<file path="src/rtl/cordic_hyperbolic_par.sv">
// Iterative hyperbolic CORDIC: one micro-rotation per clock, rotation (sinh/cosh)
// or vectoring (atanh/magnitude) mode, with the mandatory repeats of indices 4 and 13.
module cordic_hyperbolic_par #(
  parameter int W    = 16,
  parameter int FRAC = 12,
  parameter int ITER = 14
) (
  input  logic         clk,
  input  logic         rst,
  input  logic         start,
  input  logic         mode,
  input  logic [W-1:0] x_in,
  input  logic [W-1:0] y_in,
  input  logic [W-1:0] z_in,
  output logic         busy,
  output logic         done,
  output logic [W-1:0] x_out,
  output logic [W-1:0] y_out,
  output logic [W-1:0] z_out
);

  localparam int STEPS = ITER + ((ITER >= 4) ? 1 : 0) + ((ITER >= 13) ? 1 : 0);
  localparam int CW    = $clog2(STEPS + 1);

  localparam logic [1:0] IDLE = 2'd0;
  localparam logic [1:0] RUN  = 2'd1;
  localparam logic [1:0] DONE = 2'd2;

  // atanh(2^-i) in Q2.30; beyond i=10 the cubic term is below half an LSB.
  function automatic longint atanh_q30(input int i);
    longint v;
    v = 64'sd0;
    case (i)
      1:  v = 64'sd589812981;
      2:  v = 64'sd274247419;
      3:  v = 64'sd134923406;
      4:  v = 64'sd67196451;
      5:  v = 64'sd33565361;
      6:  v = 64'sd16778582;
      7:  v = 64'sd8388779;
      8:  v = 64'sd4194325;
      9:  v = 64'sd2097155;
      default: begin
        if (i >= 10 && i <= 30) v = 64'sd1 <<< (30 - i);
      end
    endcase
    return v;
  endfunction

  function automatic logic [W-1:0] atanh_fix(input int i);
    longint r;
    r = (atanh_q30(i) + (64'sd1 <<< (29 - FRAC))) >>> (30 - FRAC);
    return r[W-1:0];
  endfunction

  logic [W-1:0] atanh_rom [0:31];

  for (genvar g = 0; g < 32; g++) begin : g_rom
    assign atanh_rom[g] = atanh_fix(g);
  end

  logic [1:0]          state;
  logic                md;
  logic [CW-1:0]       step;
  logic [4:0]          idx;
  logic                rep;
  logic signed [W-1:0] xr, yr, zr;
  logic signed [W-1:0] x_sh, y_sh, ang;
  logic signed [W-1:0] x_nx, y_nx, z_nx;
  logic                d_pos;
  logic                last;

  always_comb begin
    x_sh  = xr >>> idx;
    y_sh  = yr >>> idx;
    ang   = atanh_rom[idx];
    d_pos = md ? yr[W-1] : ~zr[W-1];
    if (d_pos) begin
      x_nx = xr + y_sh;
      y_nx = yr + x_sh;
      z_nx = zr - ang;
    end else begin
      x_nx = xr - y_sh;
      y_nx = yr - x_sh;
      z_nx = zr + ang;
    end
    last = (step == CW'(STEPS - 1));
  end

  assign busy = (state != IDLE);

  always_ff @(posedge clk or posedge rst) begin
    if (rst) begin
      state <= IDLE;
      md    <= 1'b0;
      step  <= '0;
      idx   <= 5'd0;
      rep   <= 1'b0;
      xr    <= '0;
      yr    <= '0;
      zr    <= '0;
      x_out <= '0;
      y_out <= '0;
      z_out <= '0;
      done  <= 1'b0;
    end else begin
      done <= 1'b0;
      case (state)
        IDLE: begin
          if (start) begin
            xr    <= x_in;
            yr    <= y_in;
            zr    <= z_in;
            md    <= mode;
            step  <= '0;
            idx   <= 5'd1;
            rep   <= 1'b0;
            state <= RUN;
          end
        end
        RUN: begin
          xr   <= x_nx;
          yr   <= y_nx;
          zr   <= z_nx;
          step <= step + CW'(1);
          // Indices 4 and 13 run a second time before advancing.
          if ((idx == 5'd4 || idx == 5'd13) && !rep) begin
            rep <= 1'b1;
          end else begin
            idx <= idx + 5'd1;
            rep <= 1'b0;
          end
          if (last) state <= DONE;
        end
        DONE: begin
          x_out <= xr;
          y_out <= yr;
          z_out <= zr;
          done  <= 1'b1;
          state <= IDLE;
        end
        default: state <= IDLE;
      endcase
    end
  end

endmodule

</file>
<file path="config.mk">
export PLATFORM = sky130hd
export DESIGN_NAME = cordic_hyperbolic_par
export DESIGN_NICKNAME = d
export VERILOG_FILES = /design/src/rtl/cordic_hyperbolic_par.sv
export SDC_FILE = /design/constraint.sdc
export NUM_CORES = 1
export LEC_CHECK = 0
export CORE_MARGIN = 3
export CORE_UTILIZATION = 54
export DETAILED_ROUTE_END_ITERATION = 8
export PLACE_DENSITY = 0.8
export REMOVE_ABC_BUFFERS = 1
export SLEW_MARGIN = 20
export SYNTH_ARGS = -nofsm -noshare
export SYNTH_HDL_FRONTEND = slang
export SYNTH_SLANG_ARGS = --single-unit
</file>
<file path="constraint.sdc">
create_clock -name clk -period 7 [get_ports clk]
set_input_delay 0.7 -clock clk [delete_from_list [all_inputs] [get_ports clk]]
set_output_delay 0.7 -clock clk [all_outputs]
set_load 0.03 [all_outputs]
</file>
==> impl_metrics.yaml, run 1 <==
run_status:
  status: "finished clean"
setup_path:
  end_kind: "register"
  worstSetupStartpointType: "register"
  path_depth: 16
  crit_end: "zr[12]$_DFFE_PP0P_"
  worst_path_largest_cell_delay_ns: 0.72
  worstPathRequired_ns: 7.19
  slowest_stage: "dfrtp_1"
  r2r_slack_ns: 1.79
  cp_cell_sequence: "buf_4 > nor2b_1 > a21oi_1 > ha_1 > nor2_1 > xor2_1 > ha_1 > a21o_1 > a21oi_1 > nand2b_1 > a21boi_0 > o41ai_1 > o21bai_1 > o31ai_1 > xor2_1 > a21oi_1"
  crit_top_cell: "a21oi_1"
  cp.arrival_ns: 5.40
  cp_num_buf_inv: 1
  r2r_start: "idx[3]$_DFFE_PP0P_"
  r2r-end: "zr[12]$_DFFE_PP0P_"
  crit_type: "register to register"
  cp-startpoint: "idx[3]$_DFFE_PP0P_"
  r2r_cells: 16
  worstPathMaxFanout: 17
  crit_family: "compound AO/OA/AOI/OAI gates"
placement:
  place_congestion: 0.961
  dp_hpwl_um: 20100
  port_buffers: 101
sta:
  finalHoldWorstSlack_ns: 0.487
  max_slew_margin_pct: 27.1
  worst_pin_slew_ns: 1.09
  rsz0062_at_grt: "false"
  slew_viol_final: 0
  period_needed_ns: 5.21
  tns_ns: 0
  setup_violations: 0
  fmax_ghz: 0.192
  fin_crit_sh_pct: 74.4
  skew_ns: 0.0114
  hold_viol: 0
routing:
  vias: 8764
  drt_wl_total_um: 27200
  viasPerCell: 6.29
  avgRoutedWirePerCell_um: 19.5
  drtAntennaViolNets: 0
  first_pass_iters: 6
  drc_errors: 0
  drtIter0Drc: 702
logic_synthesis:
  synth_top_family_by_area: "compound AO/OA/AOI/OAI gates"
  synth_warnings: 0
  synthSimpleGateAreaFrac_pct: 16.2
  yosys_most_used_dff: "dfrtp_1"
  ys_async_sr_fraction_pct: 100
  yosysSeqAreaShare_pct: 28.9
  synth.avg_cell_area_um2: 8.74
  synth_edf_count: 0
  ys_types: 75
  yosys.area_share.xor_xnor_pct: 6.65
  synthAdderAreaFrac_pct: 9.08
  synth_area_um2: 9620
  muxShareOfSynthArea_pct: 14.2
  synth-compound-area-share_pct: 20.8
  yosys_register_bits: 111
  synth_cells: 1100
job:
  maxCapViolCount: 0
clock_network:
  clk_latency_ns: 0.37
  clkTransAtPathRegs_ns: 0.08
  numCtsBuffers: 9
  cts_buffer_depth: 2
  cts_tree: "done"
  cts.sinks: 111
  cts_max_level: 3
  root_buffer: "clkbuf_16"
  cts_resized: 0
  cts_post_setup_buffers_inserted: 0
  ctsHoldBuffers: 0
grt:
  antenna_found_initial: 0
  grt_overflow_total: 0
  grt.total_usage_pct: 28.1
  grt_pass1_vias: 8663
  grt_max_degree: 72
  grt_pass1_wl_um: 45000
die:
  die_w_um: 139
  die_h_um: 139
  ios: 102
  rows: 48
  coreArea_um2: 17400
  die-area_um2: 19400
  initial_core_util_pct: 55.4
finish:
  synthToLayoutAreaGrowth_pct: 15.3
  layout.nets: 1284
  drive_above_1_share_pct: 11.4
  n_antenna_cell: 0
min_path:
  min_path_type: "register to register"
  worstHoldPathCells: 2
[logic make-up (layout without fill, tap and decap cells)]
family,count (synthesis),in the layout
adder cells (fa/ha/maj),68,68
multiplexers,104,104
XOR/XNOR,73,73
buffers and inverters,94,163
AND/OR/NAND/NOR,340,340
flip-flops,111,111
AO/OA/AOI/OAI,310,310
[state kept, by name, summed over array words and instances (netlist names)]
register	count
z_out	16
md	1
zr	16
y_out	16
xr	16
yr	16
idx	5
x_out	16
rep	1
step	5
state	2
done	1
[per-layer routing]
layer | track usage (%) | wire (um) | share of wire (%) | up-vias
li1 | - | - | - | 4134
met1 | 39.9 | 12300 | 45 | 4207
met2 | 45.9 | 12500 | 46 | 372
met3 | 3.13 | 1860 | 6.8 | 51
met4 | 8.14 | 585 | 2.2 | 0
met5 | 0 | 0 | 0 | -
[worst reg2reg max path: stages (launching register included)]
cell and delay (ns):
dfrtp_1 0.72, buf_4 0.32, nor2b_1 0.58, a21oi_1 0.21, ha_1 0.27, nor2_1 0.14
xor2_1 0.23, ha_1 0.32, a21o_1 0.20, a21oi_1 0.23, nand2b_1 0.17, a21boi_0 0.15
o41ai_1 0.71, o21bai_1 0.22, o31ai_1 0.30, xor2_1 0.17, a21oi_1 0.09
[final cells by class]
cell class / count / area, um^2
Clock buffer: 10 / 239
Inverter: 29 / 111
Tap cell: 225 / 282
Multi-Input combinational cell: 895 / 6460
Timing Repair Buffer: 118 / 1140
Clock inverter: 6 / 77.6
Sequential cell: 111 / 2780
Fill cell: 1500 / 6260
[synthesized netlist by cell type, types with 14 or more instances]
master      n  area (um^2)
inv_1      26         97.6
mux2i_1    28          280
xnor2_1    35          307
nand2b_1   14         87.6
dfrtp_1   111         2780
ha_1       65          813
mux2_2     56          631
o21ai_0    72          360
a211oi_1   16          120
a31oi_1    49          307
nand2_1   145          544
nor3_1     22          110
mux4_2     18          405
xor2_1     38          333
a21o_1     19          143
nor2_1     77          289
nand3_1    17         85.1
clkbuf_1   40          150
a21oi_1    61          305
[cells in the final DEF (no fill, tap or decap), types with 5 or more instances in the layout]
cell               n
nor3_1            22
ha_1              65
nor2_1            76
dfrtp_1          110
xor2_1            38
nand4_1            6
inv_1             25
nand2b_1          14
a211oi_1          16
or3_1             12
clkdlybuf4s50_1  101
mux4_2            18
xnor2_1           35
o211ai_1           9
a21o_1            19
o22ai_1            7
clkbuf_16          9
a31oi_1           49
a21oi_1           61
o21a_1             7
and3_1             6
nand2_1          143
a31o_2             5
o21ai_0           72
and2_1            10
nor2b_1            9
nand3_1           17
o31ai_1           11
mux2i_1           27
o21bai_1           9
mux2_2            56
buf_4             17
[worst min-delay path by stage]
stage,startpoint,endpoint
after floorplan,rep$_DFFE_PP0P_,rep$_DFFE_PP0P_
after global placement,rep$_DFFE_PP0P_,rep$_DFFE_PP0P_
after detailed placement,x_out[15]$_DFFE_PP0P_,x_out[15]$_DFFE_PP0P_
after CTS,x_out[15]$_DFFE_PP0P_,x_out[15]$_DFFE_PP0P_
after global routing,z_out[0]$_DFFE_PP0P_,z_out[0]$_DFFE_PP0P_
final,x_out[15]$_DFFE_PP0P_,x_out[15]$_DFFE_PP0P_
[stage by stage]
stage	util (%)	instance area, um^2	instances	worst slack, ns
floorplan	-	9330	1035	1.97
global route	63.9	11100	1394	1.38
CTS	63.9	11100	1394	1.90
finish	63.9	11100	1394	1.79
detailed placement	62.1	10800	1378	1.93
global placement	62.1	10800	1378	1.98
Power of run 1 is not shown: default switching activity piles up to over one toggle a cycle in this logic, so the estimate is an artifact.
==> run 2, diff against run 1 <==
--- a/config.mk
+++ b/config.mk
@@ -6,9 +6,9 @@
 export NUM_CORES = 1
 export LEC_CHECK = 0
 export CORE_MARGIN = 3
-export CORE_UTILIZATION = 54
+export CORE_UTILIZATION = 53
 export DETAILED_ROUTE_END_ITERATION = 8
-export PLACE_DENSITY = 0.8
+export PLACE_DENSITY = 0.81
 export REMOVE_ABC_BUFFERS = 1
 export SLEW_MARGIN = 20
 export SYNTH_ARGS = -nofsm -noshare
==> constraint.sdc (replaced) <==
create_clock -name clk -period 4.75 [get_ports clk]
set_input_delay 0.475 -clock clk [delete_from_list [all_inputs] [get_ports clk]]
set_output_delay 0.475 -clock clk [all_outputs]
set_load 0.03 [all_outputs]
==> run 2 against run 1 <==
  * Wire length up 5.8%
  * Non-clock buffer count increased by 50
  * Critical path depth rose by 2
  * Clock skew increased by 0.0047 ns
  * Worst setup slack got worse by 1.6 ns
  * First-iteration DRC count grew 9.7%
  * Via count grew 2.0%
  * Cell count grew 3.6%
  * Sequential cell count unchanged
  * Design area up 4.3%
  * Hold slack got worse by 0.017 ns
  * Maximum frequency increased by 15%
==> impl_metrics.yaml, run 2 (synthesized netlist as in run 1, its figures left out) <==
routing:
  drtAntennaViolNets: 0
  viasPerCell: 6.19
  drt_wl_total_um: 28800
  drc_errors: 0
  first_pass_iters: 7
  drtIter0Drc: 770
  vias: 8937
  avgRoutedWirePerCell_um: 19.9
sta:
  fin_ws_ns: 0.236
  max_slew_margin_pct: 33.4
  worst_pin_slew_ns: 0.996
  period_needed_ns: 4.51
  setup_violations: 0
  fin_crit_sh_pct: 95.0
  skew_ns: 0.0161
  hold_viol: 0
  slew_viol_final: 0
  fmax_ghz: 0.222
grt:
  grt_max_degree: 41
  antenna_found_initial: 0
  top_usage_layer: "met2"
  grt_overflow_total: 0
  grt_pass1_wl_um: 46000
  grt_pass1_vias: 8665
  met3_usage_pct: 4.38
  grt.total_usage_pct: 28.8
  gr-usage-met2_pct: 45.1
  grt_use_met1_pct: 41.1
clock_network:
  cts_max_level: 3
  numCtsBuffers: 9
  root_buffer: "clkbuf_16"
  cts_tree: "done"
  cts_buffer_depth: 2
  clkTransAtPathRegs_ns: 0.09
  clk_latency_ns: 0.37
  cts.sinks: 111
die:
  ios: 102
  die_w_um: 141
  coreArea_um2: 17500
  rows: 48
  die-area_um2: 19800
  die_h_um: 141
  initial_core_util_pct: 54.8
run_status:
  status: "finished clean"
finish:
  drive_above_1_share_pct: 15.7
  fill_cells: 1461
  most-common-layout-cells: "143 x nand2_1, 107 x dfrtp_1, 101 x clkdlybuf4s50_1"
  multiInputGateArea_um2: 6490
  postLayoutCellArea_um2: 11600
  synthToLayoutAreaGrowth_pct: 20.3
  final_core_util_pct: 66.0
  layout.nets: 1334
  register_area_um2: 2790
  n_antenna_cell: 0
  layout_commonest_cell: "nand2_1"
setup_path:
  crit_type: "register to register"
  r2r_cells: 18
  end_kind: "register"
  worstSetupStartpointType: "register"
  worstPathMaxFanout: 14
  worstPathRequired_ns: 5.00
  cp.arrival_ns: 4.76
placement:
  dp_slack_ns: 0.157
  port_buffers: 101
  place_congestion: 1.03
  placed_cell_area_um2: 11100
  dp_hpwl_um: 21600
job:
  maxCapViolCount: 0
min_path:
  min_path_type: "input pin to asynchronous set/reset pin"
==> run 2: area by class of cell <==
cell class / instances / area share [%]
tap: 225 / 2.43
sequential: 111 / 24.1
clock inverter: 7 / 0.822
multi-input combinational: 895 / 56.1
clock buffer: 9 / 1.95
timing repair buffer: 168 / 13.7
inverter: 29 / 0.962
==> run 2: worst paths after layout <==
kind / start / end / slack, ns
min reg2reg: rep$_DFFE_PP0P_ / rep$_DFFE_PP0P_ / 0.49
min: rst / step[1]$_DFFE_PP0P_ / 0.47
max: idx[0]$_DFFE_PP0P_ / xr[15]$_DFFE_PP0P_ / 0.24
min in group clk: rep$_DFFE_PP0P_ / rep$_DFFE_PP0P_ / 0.49
max in group asynchronous: rst / x_out[8]$_DFFE_PP0P_ / 3.38
max reg2reg: idx[0]$_DFFE_PP0P_ / xr[15]$_DFFE_PP0P_ / 0.24
==> run 2: through the flow <==
step / hold WS [ns] / std cells / setup TNS [ns]
5_1_grt: 0.512 / 1444 / -0.0112
3_3_place_gp: 0.464 / 1417 / 0
6_report: 0.470 / 1444 / 0
2_1_floorplan: 0.448 / 1035 / -1.29
3_5_place_dp: 0.467 / 1417 / 0
4_1_cts: 0.483 / 1433 / 0
==> run 2: per-layer routing <==
| metal | up-vias | part of all wire, % |
|---|---|---|
| met5 | - | 0 |
| met4 | 0 | 2.9 |
| met3 | 59 | 7.7 |
| met2 | 377 | 45 |
| met1 | 4239 | 45 |
| li1 | 4262 | - |
==> run 2: repair_timing <==
item,4_1_cts,5_1_grt
setup endpoints to repair,0,9
hold buffers,0,0
setup buffers,0,10
gates resized for setup,0,13
==> run 2: critical path, stage by stage, from the launching register on <==
cell	delay, ns
dfrtp_2	0.46
buf_12	0.19
mux4_2	0.56
a221oi_1	0.35
inv_1	0.08
a211oi_1	0.40
and3_1	0.28
nand2_1	0.10
o21ai_0	0.19
xor2_1	0.16
mux2i_1	0.12
ha_1	0.40
nand4_1	0.10
o21ai_0	0.27
a21o_1	0.17
a21oi_1	0.06
o21ai_0	0.23
xnor2_1	0.16
mux2i_1	0.09
Power of run 2 is left out for the same reason.
